**config.mk**
```make
export PLATFORM = sky130hd
export DESIGN_NAME = alu_result_stage_flat
export DESIGN_NICKNAME = d
export VERILOG_FILES = /design/src/rtl/alu_result_stage_if.sv /design/src/rtl/alu_result_stage.sv /design/src/flat_wrapper.sv
export SDC_FILE = /design/constraint.sdc
export NUM_CORES = 1
export LEC_CHECK = 0
export BUFFER_PORTS_ARGS = -buffer_cell sky130_fd_sc_hd__buf_2
export CORE_MARGIN = 2
export CORE_UTILIZATION = 50
export DETAILED_ROUTE_END_ITERATION = 10
export PLACE_DENSITY = 0.75
export SLEW_MARGIN = 10
export SYNTH_ARGS = -nofsm -noshare
export SYNTH_HDL_FRONTEND = slang
export SYNTH_SLANG_ARGS = --single-unit
```
**constraint.sdc**
```tcl
create_clock -name clk -period 4.86 [get_ports clk]
set_input_delay 0.243 -clock clk [delete_from_list [all_inputs] [get_ports clk]]
set_output_delay 0.243 -clock clk [all_outputs]
set_load 0.02 [all_outputs]
```
**src/rtl/alu_result_stage_if.sv**
```systemverilog
// Handshake bundle between the ALU mux array, the result stage and the downstream consumer.
// The result stage uses the slave view; the producer/consumer side uses the master view.
interface alu_result_stage_if #(parameter int WIDTH = 64);
    logic             in_valid;
    logic             in_ready;
    logic [WIDTH-1:0] in_result;
    logic [1:0]       in_sel;
    logic             in_carry;
    logic             in_ovf;
    logic             in_set_flags;
    logic             out_valid;
    logic             out_ready;
    logic [WIDTH-1:0] out_result;
    logic             out_n;
    logic             out_z;
    logic             out_c;
    logic             out_v;
    logic [3:0]       status;

    modport master (
        output in_valid, in_result, in_sel, in_carry, in_ovf, in_set_flags, out_ready,
        input  in_ready, out_valid, out_result, out_n, out_z, out_c, out_v, status
    );

    modport slave (
        input  in_valid, in_result, in_sel, in_carry, in_ovf, in_set_flags, out_ready,
        output in_ready, out_valid, out_result, out_n, out_z, out_c, out_v, status
    );
endinterface

```
**src/rtl/alu_result_stage.sv**
```systemverilog
// Registered ALU result stage: computes N/Z/C/V, buffers up to two results in a skid FIFO,
// and commits flags to the status register when a flag-setting result is consumed.
module alu_result_stage #(
    parameter int WIDTH = 64
) (
    input logic              clk,
    input logic              reset,
    alu_result_stage_if.slave bus
);
    typedef struct packed {
        logic [WIDTH-1:0] result;
        logic             n;
        logic             z;
        logic             c;
        logic             v;
        logic             set_flags;
    } entry_t;

    entry_t     mem [2];
    entry_t     new_entry;
    entry_t     head;
    logic       wr_ptr;
    logic       rd_ptr;
    logic [1:0] count;
    logic [3:0] status_q;
    logic       push;
    logic       pop;

    // Carry and overflow only mean something for the add/sub select.
    always_comb begin
        new_entry           = '0;
        new_entry.result    = bus.in_result;
        new_entry.n         = bus.in_result[WIDTH-1];
        new_entry.z         = (bus.in_result == '0);
        new_entry.c         = (bus.in_sel == 2'b00) && bus.in_carry;
        new_entry.v         = (bus.in_sel == 2'b00) && bus.in_ovf;
        new_entry.set_flags = bus.in_set_flags;
    end

    // Handshake outputs come from the registered count only, keeping both sides free of comb paths.
    assign bus.in_ready  = (count != 2'd2);
    assign bus.out_valid = (count != 2'd0);
    assign push          = bus.in_valid && bus.in_ready;
    assign pop           = bus.out_valid && bus.out_ready;

    assign head           = mem[rd_ptr];
    assign bus.out_result = head.result;
    assign bus.out_n      = head.n;
    assign bus.out_z      = head.z;
    assign bus.out_c      = head.c;
    assign bus.out_v      = head.v;
    assign bus.status     = status_q;

    always_ff @(posedge clk or posedge reset) begin
        if (reset) begin
            mem[0]   <= '0;
            mem[1]   <= '0;
            wr_ptr   <= 1'b0;
            rd_ptr   <= 1'b0;
            count    <= 2'd0;
            status_q <= 4'b0000;
        end else begin
            if (push) begin
                mem[wr_ptr] <= new_entry;
                wr_ptr      <= ~wr_ptr;
            end
            if (pop) begin
                rd_ptr <= ~rd_ptr;
                if (head.set_flags) begin
                    status_q <= {head.n, head.z, head.c, head.v};
                end
            end
            case ({push, pop})
                2'b10:   count <= count + 2'd1;
                2'b01:   count <= count - 2'd1;
                default: count <= count;
            endcase
        end
    end
endmodule

```
**src/flat_wrapper.sv**
```systemverilog
// flat-port wrapper written by rule: the top's interface ports become plain ports
module alu_result_stage_flat 
#(
    parameter int WIDTH = 64
)
  (clk, reset, bus_in_valid, bus_in_result, bus_in_sel, bus_in_carry, bus_in_ovf, bus_in_set_flags, bus_out_ready, bus_in_ready, bus_out_valid, bus_out_result, bus_out_n, bus_out_z, bus_out_c, bus_out_v, bus_status);
  alu_result_stage_if #(.WIDTH(WIDTH)) bus_i ();
  input logic clk;
  input logic reset;
  input wire logic [$bits(bus_i.in_valid)-1:0] bus_in_valid;
  input wire logic [$bits(bus_i.in_result)-1:0] bus_in_result;
  input wire logic [$bits(bus_i.in_sel)-1:0] bus_in_sel;
  input wire logic [$bits(bus_i.in_carry)-1:0] bus_in_carry;
  input wire logic [$bits(bus_i.in_ovf)-1:0] bus_in_ovf;
  input wire logic [$bits(bus_i.in_set_flags)-1:0] bus_in_set_flags;
  input wire logic [$bits(bus_i.out_ready)-1:0] bus_out_ready;
  output wire logic [$bits(bus_i.in_ready)-1:0] bus_in_ready;
  output wire logic [$bits(bus_i.out_valid)-1:0] bus_out_valid;
  output wire logic [$bits(bus_i.out_result)-1:0] bus_out_result;
  output wire logic [$bits(bus_i.out_n)-1:0] bus_out_n;
  output wire logic [$bits(bus_i.out_z)-1:0] bus_out_z;
  output wire logic [$bits(bus_i.out_c)-1:0] bus_out_c;
  output wire logic [$bits(bus_i.out_v)-1:0] bus_out_v;
  output wire logic [$bits(bus_i.status)-1:0] bus_status;
  assign bus_i.in_valid = bus_in_valid;
  assign bus_i.in_result = bus_in_result;
  assign bus_i.in_sel = bus_in_sel;
  assign bus_i.in_carry = bus_in_carry;
  assign bus_i.in_ovf = bus_in_ovf;
  assign bus_i.in_set_flags = bus_in_set_flags;
  assign bus_i.out_ready = bus_out_ready;
  assign bus_in_ready = bus_i.in_ready;
  assign bus_out_valid = bus_i.out_valid;
  assign bus_out_result = bus_i.out_result;
  assign bus_out_n = bus_i.out_n;
  assign bus_out_z = bus_i.out_z;
  assign bus_out_c = bus_i.out_c;
  assign bus_out_v = bus_i.out_v;
  assign bus_status = bus_i.status;
  alu_result_stage #(.WIDTH(WIDTH)) u_core (.clk(clk), .reset(reset), .bus(bus_i));
endmodule
```
==> flow_metrics.py <==
metrics = {
    "power": {
        "p_clk_frac": 0.221,
        "swShare": 0.352,
        "p_per_area_mw_per_mm2": 795,
        "p_int_mw": 4.03,
        "ir_drop_uv": 445,
        "p_sw_mw": 2.19,
        "pwr-share-seq": 0.349,
        "power_leakage_nw": 3.59,
        "combinationalPowerShare": 0.430,
    },
    "global_routing": {
        "antenna_found_initial": 1,
        "grt_max_degree": 94,
        "overflow": 0,
        "grt_pass1_vias": 4066,
        "grtUsageTotal": 0.203,
        "grt_pass1_wl_um": 20800,
    },
    "clock_tree": {
        "postCtsResizedCells": 0,
        "cts_sinks": 144,
        "hold_buffers": 0,
        "path_clk_slew_ns": 0.06,
        "cts_buffers": 17,
        "cts_tree": "built",
        "cts-root-buf": "clkbuf_16",
        "clk_latency_ns": 0.43,
        "htreeDepth": 4,
        "postCtsSetupBuffers": 0,
        "clock_path_buffers": 2,
    },
    "flow_run": {
        "maxCapViolCount": 0,
    },
    "sta": {
        "setup_violations": 0,
        "min_period_ns": 2.76,
        "rsz0062_at_grt": "false",
        "timing.fmax_mhz": 363,
        "holdWs_ns": -0.0348,
        "maxSlewHeadroom": 0.274,
        "setup_slack_ns": 2.10,
        "hold_viol": 26,
        "final_max_slew_viol_count": 0,
        "skew_ns": 0.00686,
        "worstMarginPinSlew_ns": 1.09,
        "setup_tns_ns": 0,
        "final.period_utilization": 0.567,
    },
    "synth": {
        "yosysMostFrequentCell": "mux2_2",
        "ys.flop_type": "dfrtp_1",
        "ys_seq_elements": 144,
        "synth_edf_count": 0,
        "yosys.area.top_type_share": 0.565,
        "syn_nets": 495,
        "yosys-top-cells-count": "mux2_2 (197), dfrtp_1 (144), nor4_1 (17), buf_2 (15), nand2_1 (10)",
        "async_reset_ff_frac": 1.00,
        "synth.avg_cell_area_um2": 15.2,
        "syn_area_mm2": 0.00638,
        "synth_cells": 421,
        "synthTopCellsByArea": "dfrtp_1 (56%), mux2_2 (35%), nor4_1 (1.7%)",
        "synth_warnings": 0,
        "netlist-cell-type-count": 20,
        "yosys.area.top_type": "dfrtp_1",
        "seq_area_frac_synth": 0.565,
    },
    "run_status": {
        "violations": "hold timing",
        "status": "finished, violations left",
    },
    "detailed_routing": {
        "vias": 3956,
        "route.detailed.drc": 0,
        "wl_um": 13100,
        "vias_per_cell": 5.27,
        "drt_iter0_markers": 225,
        "firstDrtPassIters": 4,
        "wl_per_cell_um": 17.5,
        "antenna_left": 0,
    },
    "placement": {
        "dp_hpwl_um": 8610,
        "portBuffers": 146,
        "place_congestion": 0.752,
        "dp_slack_ns": 2.49,
    },
    "die": {
        "dieHeight_um": 117,
        "io_pins": 147,
        "die_width_um": 117,
        "dieArea_mm2": 0.0137,
        "fp-row-count": 41,
        "start_util": 0.510,
        "core_area_mm2": 0.0125,
    },
    "final_layout": {
        "area_growth_pct": 22.5,
        "drive_gt1_frac": 0.673,
        "diodes": 0,
        "nets": 639,
    },
    "worst_hold_path": {
        "min_path_type": "input port to asynchronous set/reset pin",
    },
    "setup_path": {
        "cp.required_ns": 4.62,
        "crit_arrival_ns": 2.51,
        "crit_path_max_fanout": 43,
        "start_kind": "flop",
        "r2r_cells": 3,
        "cp-end-kind": "output pin",
        "critPathKind": "flop to output pin",
        "r2r_start": "u_core.count[0]$_DFFE_PP0P_",
        "r2r-end": "u_core.mem[30]$_DFFE_PP0P_",
        "rrSetupSlack_ns": 2.65,
    },
}
[cell type report]
cell class              instances  area [µm²]
clock buffers                  18         439
clock inverters                14         189
fillers                      1001        4700
inverters                       2        12.5
multi-input cells             251        2610
flip-flops and latches        144        3600
well taps                     172         215
repair buffers                149         753
[state kept, by name (all words and copies together) (netlist names)]
register / cells
u_core.mem: 136
u_core.wr_ptr: 1
u_core.count: 2
u_core.rd_ptr: 1
u_core.bus.status: 4
[routing by layer]
layer | wire length, µm | GRT usage | part of all wire | vias up
li1 | - | - | - | 1824
met5 | 11 | 0 | 0.00084 | -
met4 | 210 | 0.0871 | 0.016 | 2
met3 | 797 | 0.0633 | 0.061 | 17
met2 | 6200 | 0.309 | 0.47 | 114
met1 | 5930 | 0.272 | 0.45 | 1999
[power groups by stage]
stage / Combinational, mW / Sequential [mW] / Clock [mW]
detailed placement: 2.69 / 2.18 / 0
global placement: 2.62 / 2.16 / 0
global route: 2.88 / 2.25 / 1.46
finish: 2.67 / 2.17 / 1.38
floorplan: 2.15 / 2.01 / 0
CTS: 2.71 / 2.17 / 1.40
[worst max-delay path, stage by stage (launching register included)]
cell and delay, ns:
dfrtp_2 1.04, buf_4 0.48, mux2_2 0.39, buf_2 0.16
[per-stage QoR]
step	power [mW]	area [µm²]	cells	hold slack [ns]	util
after floorplan	4.17	6380	421	0.392	-
after global placement	4.78	7190	718	0.456	0.575
after detailed placement	4.87	7190	718	0.468	0.575
after CTS	6.28	7820	750	0.0201	0.625
after global routing	6.58	7820	750	0.0422	0.625
final	6.22	7820	750	-0.0348	0.625
[placed cells by master, fill, tap and decap left out, drive strengths merged, types with 3 or more instances in the layout]
master / synthesis / routed
bufinv: 0 / 4
clkinv: 0 / 9
nor4: 17 / 17
nand2: 10 / 10
nand4: 4 / 4
nor2: 3 / 3
clkbuf: 0 / 18
xnor2: 3 / 3
dfrtp: 144 / 144
mux2: 203 / 203
o21ai: 4 / 4
inv: 2 / 3
buf: 24 / 149
[logic make-up after synthesis]
family,after synthesis,synth area share
multiplexers,204,0.363
flip-flops,144,0.565
AND/OR/NAND/NOR,38,0.0333
buffers and inverters,26,0.0282
AO/OA/AOI/OAI,4,0.00314
XOR/XNOR,4,0.00549
adder cells (fa/ha/maj),1,0.00196
[worst max path at each step]
| stage | from | endpoint | slack (ns) |
|---|---|---|---|
| after global routing | u_core.rd_ptr$_DFFE_PP0P_ | bus_out_result[15] | 1.96 |
| after detailed placement | u_core.rd_ptr$_DFFE_PP0P_ | bus_out_result[15] | 2.49 |
| final | u_core.rd_ptr$_DFFE_PP0P_ | bus_out_result[15] | 2.10 |
| after global placement | u_core.rd_ptr$_DFFE_PP0P_ | bus_out_result[31] | 2.56 |
| after CTS | u_core.rd_ptr$_DFFE_PP0P_ | bus_out_result[15] | 2.03 |
| after floorplan | reset | u_core.bus.status[0]$_DFFE_PP0P_ | 0.75 |
(Power assumes the default switching activity.)
